`src/rtl/aes_dec_pkg.sv`:
```
// rtl/aes_dec_pkg.sv - shared AES-128 decryption constants, state encoding and FIPS-197 vectors
package aes_dec_pkg;

  localparam int NR     = 10;
  localparam int KIDX_W = 4;

  typedef enum logic [1:0] {
    ST_IDLE  = 2'd0,
    ST_ROUND = 2'd1,
    ST_DONE  = 2'd2
  } ctrl_state_e;

  localparam logic [127:0] FIPS_C1_KEY = 128'h000102030405060708090a0b0c0d0e0f;
  localparam logic [127:0] FIPS_C1_CT  = 128'h69c4e0d86a7b0430d8cdb78070b4c55a;
  localparam logic [127:0] FIPS_C1_PT  = 128'h00112233445566778899aabbccddeeff;

endpackage

```
`src/rtl/aes_dec_round_ctrl_if.sv`:
```
// rtl/aes_dec_round_ctrl_if.sv - block handshakes, key-store index and round-datapath signals
interface aes_dec_round_ctrl_if #(
  parameter int KIDX_W = aes_dec_pkg::KIDX_W
);

  logic              in_valid;
  logic              in_ready;
  logic [127:0]      datain;
  logic [KIDX_W-1:0] key_idx;
  logic [127:0]      round_key;
  logic [127:0]      rnd_in;
  logic              rnd_last;
  logic [127:0]      rnd_out;
  logic              out_valid;
  logic              out_ready;
  logic [127:0]      dataout;
  logic              busy;

  // slave is the controller, master is the surrounding key store, datapath and stream ends
  modport slave (
    input  in_valid, datain, round_key, rnd_out, out_ready,
    output in_ready, key_idx, rnd_in, rnd_last, out_valid, dataout, busy
  );

  modport master (
    output in_valid, datain, round_key, rnd_out, out_ready,
    input  in_ready, key_idx, rnd_in, rnd_last, out_valid, dataout, busy
  );

endinterface

```
`src/rtl/aes_dec_round_ctrl.sv`:
```
// rtl/aes_dec_round_ctrl.sv - iterative AES-128 decryption sequencer driving a shared inverse-round datapath
module aes_dec_round_ctrl #(
  parameter int NR     = aes_dec_pkg::NR,
  parameter int KIDX_W = aes_dec_pkg::KIDX_W
) (
  input  logic                clk,
  input  logic                rst,
  aes_dec_round_ctrl_if.slave bus
);

  import aes_dec_pkg::ctrl_state_e;
  import aes_dec_pkg::ST_IDLE;
  import aes_dec_pkg::ST_ROUND;
  import aes_dec_pkg::ST_DONE;

  localparam logic [KIDX_W-1:0] LAST_KEY  = KIDX_W'(NR);
  localparam logic [KIDX_W-1:0] FIRST_CNT = KIDX_W'(NR - 1);

  ctrl_state_e       st_q, st_d;
  logic [127:0]      state_q, state_d;
  logic [KIDX_W-1:0] rcnt_q, rcnt_d;

  always_ff @(posedge clk or posedge rst) begin
    if (rst) begin
      st_q    <= ST_IDLE;
      state_q <= '0;
      rcnt_q  <= '0;
    end else begin
      st_q    <= st_d;
      state_q <= state_d;
      rcnt_q  <= rcnt_d;
    end
  end

  always_comb begin
    st_d    = st_q;
    state_d = state_q;
    rcnt_d  = rcnt_q;
    case (st_q)
      ST_IDLE: begin
        // initial AddRoundKey uses the last expanded key, selected by key_idx=NR in IDLE
        if (bus.in_valid) begin
          state_d = bus.datain ^ bus.round_key;
          rcnt_d  = FIRST_CNT;
          st_d    = ST_ROUND;
        end
      end
      ST_ROUND: begin
        state_d = bus.rnd_out;
        if (rcnt_q == '0) begin
          st_d = ST_DONE;
        end else begin
          rcnt_d = rcnt_q - KIDX_W'(1);
        end
      end
      ST_DONE: begin
        if (bus.out_ready) begin
          st_d = ST_IDLE;
        end
      end
      default: st_d = ST_IDLE;
    endcase
  end

  always_comb begin
    bus.key_idx  = LAST_KEY;
    bus.rnd_last = 1'b0;
    case (st_q)
      ST_ROUND: begin
        bus.key_idx  = rcnt_q;
        bus.rnd_last = (rcnt_q == '0);
      end
      ST_DONE:  bus.key_idx = '0;
      default:  bus.key_idx = LAST_KEY;
    endcase
  end

  assign bus.in_ready  = (st_q == ST_IDLE);
  assign bus.out_valid = (st_q == ST_DONE);
  assign bus.busy      = (st_q == ST_ROUND) || (st_q == ST_DONE);
  assign bus.rnd_in    = state_q;
  assign bus.dataout   = (st_q == ST_DONE) ? state_q : '0;

endmodule

```
`src/flat_wrapper.sv`:
```
// flat-port wrapper written by rule: the top's interface ports become plain ports
module aes_dec_round_ctrl_flat import aes_dec_pkg::ctrl_state_e; import aes_dec_pkg::ST_IDLE; import aes_dec_pkg::ST_ROUND; import aes_dec_pkg::ST_DONE;
#(
  parameter int NR     = aes_dec_pkg::NR,
  parameter int KIDX_W = aes_dec_pkg::KIDX_W
)
  (clk, rst, bus_in_valid, bus_datain, bus_round_key, bus_rnd_out, bus_out_ready, bus_in_ready, bus_key_idx, bus_rnd_in, bus_rnd_last, bus_out_valid, bus_dataout, bus_busy);
  aes_dec_round_ctrl_if #(.KIDX_W(KIDX_W)) bus_i ();
  input  logic clk;
  input  logic rst;
  input wire logic [$bits(bus_i.in_valid)-1:0] bus_in_valid;
  input wire logic [$bits(bus_i.datain)-1:0] bus_datain;
  input wire logic [$bits(bus_i.round_key)-1:0] bus_round_key;
  input wire logic [$bits(bus_i.rnd_out)-1:0] bus_rnd_out;
  input wire logic [$bits(bus_i.out_ready)-1:0] bus_out_ready;
  output wire logic [$bits(bus_i.in_ready)-1:0] bus_in_ready;
  output wire logic [$bits(bus_i.key_idx)-1:0] bus_key_idx;
  output wire logic [$bits(bus_i.rnd_in)-1:0] bus_rnd_in;
  output wire logic [$bits(bus_i.rnd_last)-1:0] bus_rnd_last;
  output wire logic [$bits(bus_i.out_valid)-1:0] bus_out_valid;
  output wire logic [$bits(bus_i.dataout)-1:0] bus_dataout;
  output wire logic [$bits(bus_i.busy)-1:0] bus_busy;
  assign bus_i.in_valid = bus_in_valid;
  assign bus_i.datain = bus_datain;
  assign bus_i.round_key = bus_round_key;
  assign bus_i.rnd_out = bus_rnd_out;
  assign bus_i.out_ready = bus_out_ready;
  assign bus_in_ready = bus_i.in_ready;
  assign bus_key_idx = bus_i.key_idx;
  assign bus_rnd_in = bus_i.rnd_in;
  assign bus_rnd_last = bus_i.rnd_last;
  assign bus_out_valid = bus_i.out_valid;
  assign bus_dataout = bus_i.dataout;
  assign bus_busy = bus_i.busy;
  aes_dec_round_ctrl #(.NR(NR), .KIDX_W(KIDX_W)) u_core (.clk(clk), .rst(rst), .bus(bus_i));
endmodule
```
`config.mk`:
```
export PLATFORM = sky130hd
export DESIGN_NAME = aes_dec_round_ctrl_flat
export DESIGN_NICKNAME = d
export VERILOG_FILES = /design/src/rtl/aes_dec_pkg.sv /design/src/rtl/aes_dec_round_ctrl_if.sv /design/src/rtl/aes_dec_round_ctrl.sv /design/src/flat_wrapper.sv
export SDC_FILE = /design/constraint.sdc
export NUM_CORES = 1
export LEC_CHECK = 0
export BUFFER_PORTS_ARGS = -buffer_cell sky130_fd_sc_hd__clkbuf_2
export CAP_MARGIN = 20
export CORE_AREA = 2 2 252 254
export DETAILED_ROUTE_END_ITERATION = 12
export DIE_AREA = 0 0 254 256
export GPL_ROUTABILITY_DRIVEN = 1
export PLACE_DENSITY = 0.4
export REMOVE_ABC_BUFFERS = 1
export SETUP_SLACK_MARGIN = 0.3
export SLEW_MARGIN = 30
export SYNTH_ARGS = -nofsm -noshare
export SYNTH_HDL_FRONTEND = slang
export SYNTH_SLANG_ARGS = --single-unit
```
`constraint.sdc`:
```
create_clock -name clk -period 3.87 [get_ports clk]
set_input_delay 0.1935 -clock clk [delete_from_list [all_inputs] [get_ports clk]]
set_output_delay 0.1935 -clock clk [all_outputs]
set_load 0.05 [all_outputs]
```
==> flow_summary_export.csv <==
group,metric,value,unit
sta,setup_ws,1.051,ns
sta,rsz0062_at_grt,"false",
power,power.share.switching,58.18,%
sta,slew_violations,0,
power,internal_power,4.843,mW
worst_setup_path,r2r_setup_slack,1.05,ns
sta,fin_skew,0.01124,ns
global_routing,grt_pass1_wl,55890,um
worst_setup_path,path_cells,"inv_1 -> ha_1 -> mux2_4 -> buf_12 -> o21ai_0 -> o21ai_1 -> dlygate4sd3_1",
worst_setup_path,critPathRequiredTime,4.27,ns
synth,netlist_instances,1016,
worst_setup_path,worstPathArrival,3.22,ns
power,power_frac_clock,14.1,%
die,initial_core_util,13.02,%
worst_setup_path,start_kind,"register",
synth,synth_seq_cells,134,
clock_network,root_buffer,"clkbuf_16",
clock_network,clock_latency,0.47,ns
sta,finalCriticalPeriod,2.819,ns
placed_design,routabilityCongestion,0.8485,
clock_network,numCtsBuffers,17,
die,die-area,65020,um2
placed_design,dp_hpwl,29210,um
global_routing,grt_pass1_vias,9830,
detailed_routing,ant_nets,0,
power,leakage,7.065,nW
placed_design,port_buffers,651,
detailed_routing,drt-total-wl,37160,um
layout,drive_above_1_share,39.84,%
sta,slew_headroom,44.45,%
detailed_routing,via_count,9578,
synth,synth_top_cell_area_share,41.28,%
power,p_sw,6.737,mW
clock_network,cts_hold_buf,112,
worst_setup_path,critPathMaxStageDelay,0.63,ns
placed_design,dp_cells,2450,
detailed_routing,wl_per_cell,14.33,um
layout,num_antenna_cells,0,
power,p_total,11.58,mW
layout,nNetsFinal,2128,
clock_network,htree_levels,4,
detailed_routing,drtIter0Drc,370,
synth,synth_area_leaders,"dfrtp_1 41%, xor2_1 14%, o21ai_0 13%",
worst_setup_path,crit_path_top_delay_cell,"mux2_4",
global_routing,grt_max_degree,73,
sta,worstMarginPinSlew,0.8332,ns
synth,async_flop_share,100.0,%
clock_network,cts.repair.resized,0,
synth,avgSynthCellArea,7.996,um2
synth,synthDistinctLibCells,33,
die,die_w,254,um
power,power_frac_seq,25.1,%
layout,fin_cells,2593,
die,coreArea,62390,um2
worst_setup_path,cp_max_fo,67,
worst_setup_path,rr_startpoint,"u_core.st_q[0]",
layout,postLayoutCoreUtil,22.41,%
worst_setup_path,rr_worst_depth,7,
die,placementRows,92,
worst_setup_path,path_buf_inv,3,
power,ir_worst_vdd,0.0004808,V
synth,ys_seq_area_share,41.28,%
clock_network,clkSinkCount,134,
die,die_h,256,um
sta,setup_violations,0,
clock_network,path_clk_slew,0.06,ns
layout,finalInstanceArea,13980,um2
synth,yosys_warnings,0,
detailed_routing,avgViaCountPerCell,3.694,
synth,yosysTopAreaCell,"dfrtp_1",
worst_setup_path,crit_family,"buffers and inverters",
global_routing,grt_busiest_layer,"met2",
global_routing,met3_usage,2.451,%
worst_hold_path,holdPathEnd,"u_core.bus.rnd_in[84]",
power,combPwrFrac,60.8,%
placed_design,dpl_cell_area,12290,um2
layout,area_growth,72.11,%
worst_hold_path,hold_start,"bus_rnd_out[84]",
worst_hold_path,min_path_type,"input port to register",
flow_run,cap_violations,0,
sta,hold_viol,0,
sta,fin_crit_sh,72.84,%
synth,synth_edf_count,0,
clock_network,post_cts_buffers,0,
sta,fmax,354.8,MHz
die,io_pins,652,
global_routing,grt_usage,11.19,%
clock_network,cts_tree,"yes",
worst_setup_path,worstReg2RegEnd,"u_core.bus.rnd_in[39]",
worst_setup_path,crit_type,"register to register",
worst_hold_path,holdPathStages,3,
global_routing,use_met2,20.01,%
power,powerDensity,828.1,nW/um2
synth,syn_area,8124,um2
global_routing,met1_usage,12.89,%
clock_network,clockBufferDepth,2,
synth,synth-main-ff-cell,"dfrtp_1",
global_routing,antenna_found_initial,1,
worst_setup_path,critPathCaptureType,"register",
placed_design,dpl_worst_slack,1.483,ns
run_status,status,"complete, no violations",
global_routing,grt_overflow,0,
detailed_routing,dr.pass1.iters,5,
detailed_routing,drc,0,
==> layout make-up <==
type,instances,area (um2)
tap,846,1059
inverter,6,30.03
fill,7055,48410
clock inverter,9,102.6
multi-input combinational,803,4482
timing repair buffer,773,4492
sequential,134,3353
clock buffer,22,464.2
==> power groups by stage <==
| stage | Sequential [mW] | Clock (mW) | Combinational, mW |
|---|---|---|---|
| after floorplan | 5.00 | 0 | 2.72 |
| after global placement | 2.93 | 0 | 6.97 |
| after detailed placement | 2.94 | 0 | 7.03 |
| after CTS | 2.93 | 1.73 | 7.15 |
| after global routing | 3.01 | 1.78 | 7.68 |
| final | 2.90 | 1.63 | 7.05 |
==> cells in the final DEF (no fill, tap or decap), types with 3 or more instances in the layout <==
cell,n
and2_1,128
buf_12,3
buf_4,7
clkbuf_1,3
clkbuf_16,17
clkbuf_2,651
clkinv_2,4
clkinvlp_4,3
dfrtp_1,134
dlygate4sd3_1,112
ha_1,3
inv_1,4
nand2_1,131
nor2_1,129
o21ai_0,218
o21ai_1,42
xor2_1,128
==> synthesized netlist by cell type (all sizes together) (2+ instances only) <==
cell,number
o21ai,260
dfrtp,134
nand2,131
nor2,129
and2,128
xor2,128
clkbuf,48
buf,25
inv,6
ha,5
and3,2
mux2,2
nand2b,2
nand3b,2
nor2b,2
==> flip-flops by register name (all words and copies together) (netlist names) <==
signal	cells
u_core.bus.rnd_in	128
u_core.rcnt_q	4
u_core.st_q	2
==> how the worst max path moves through the flow <==
stage	startpoint	slack, ns	cells past startpoint	end
2_1_floorplan	u_core.st_q[1]	-4.90	5	u_core.rcnt_q[3]
3_3_place_gp	u_core.st_q[1]	1.57	6	u_core.bus.rnd_in[72]
3_5_place_dp	u_core.st_q[0]	1.48	6	u_core.bus.rnd_in[43]
4_1_cts	u_core.st_q[0]	1.01	7	u_core.bus.rnd_in[39]
5_1_grt	u_core.st_q[0]	0.80	7	u_core.bus.rnd_in[39]
6_report	u_core.st_q[0]	1.05	7	u_core.bus.rnd_in[39]
==> logic make-up (layout without fill, tap and decap cells) <==
| family | after synthesis | in the layout | share of synthesized area (%) |
|---|---|---|---|
| AOI/OAI and AO/OA | 267 | 267 | 16.80 |
| xor gates and xnor gates | 128 | 128 | 13.80 |
| adders and majority gates | 5 | 5 | 0.7701 |
| and+or+nand+nor | 400 | 400 | 22.89 |
| DFF | 134 | 134 | 41.28 |
| buffers and inverters | 79 | 810 | 4.066 |
| muxes | 3 | 3 | 0.4004 |
==> routing by layer <==
metal / up-vias / wire length [um] / share of wire, %
li1: 4725 / - / -
met1: 4436 / 15260 / 41
met2: 377 / 19090 / 51
met3: 40 / 2043 / 5.5
met4: 0 / 763 / 2.1
met5: - / 0 / 0
==> through the flow <==
step | setup TNS, ns | hold WS (ns)
final | 0 | 0.05526
after global placement | 0 | 0.2867
after CTS | 0 | 0.0009481
after floorplan | -587.68 | 0.3849
after global routing | 0 | 0.01859
after detailed placement | 0 | 0.2733
==> worst min-delay path: stages <==
cell      delay (ns)
clkbuf_2        0.10
o21ai_0         0.06
o21ai_0         0.12
Note: power is estimated with default switching activity, not from simulation.
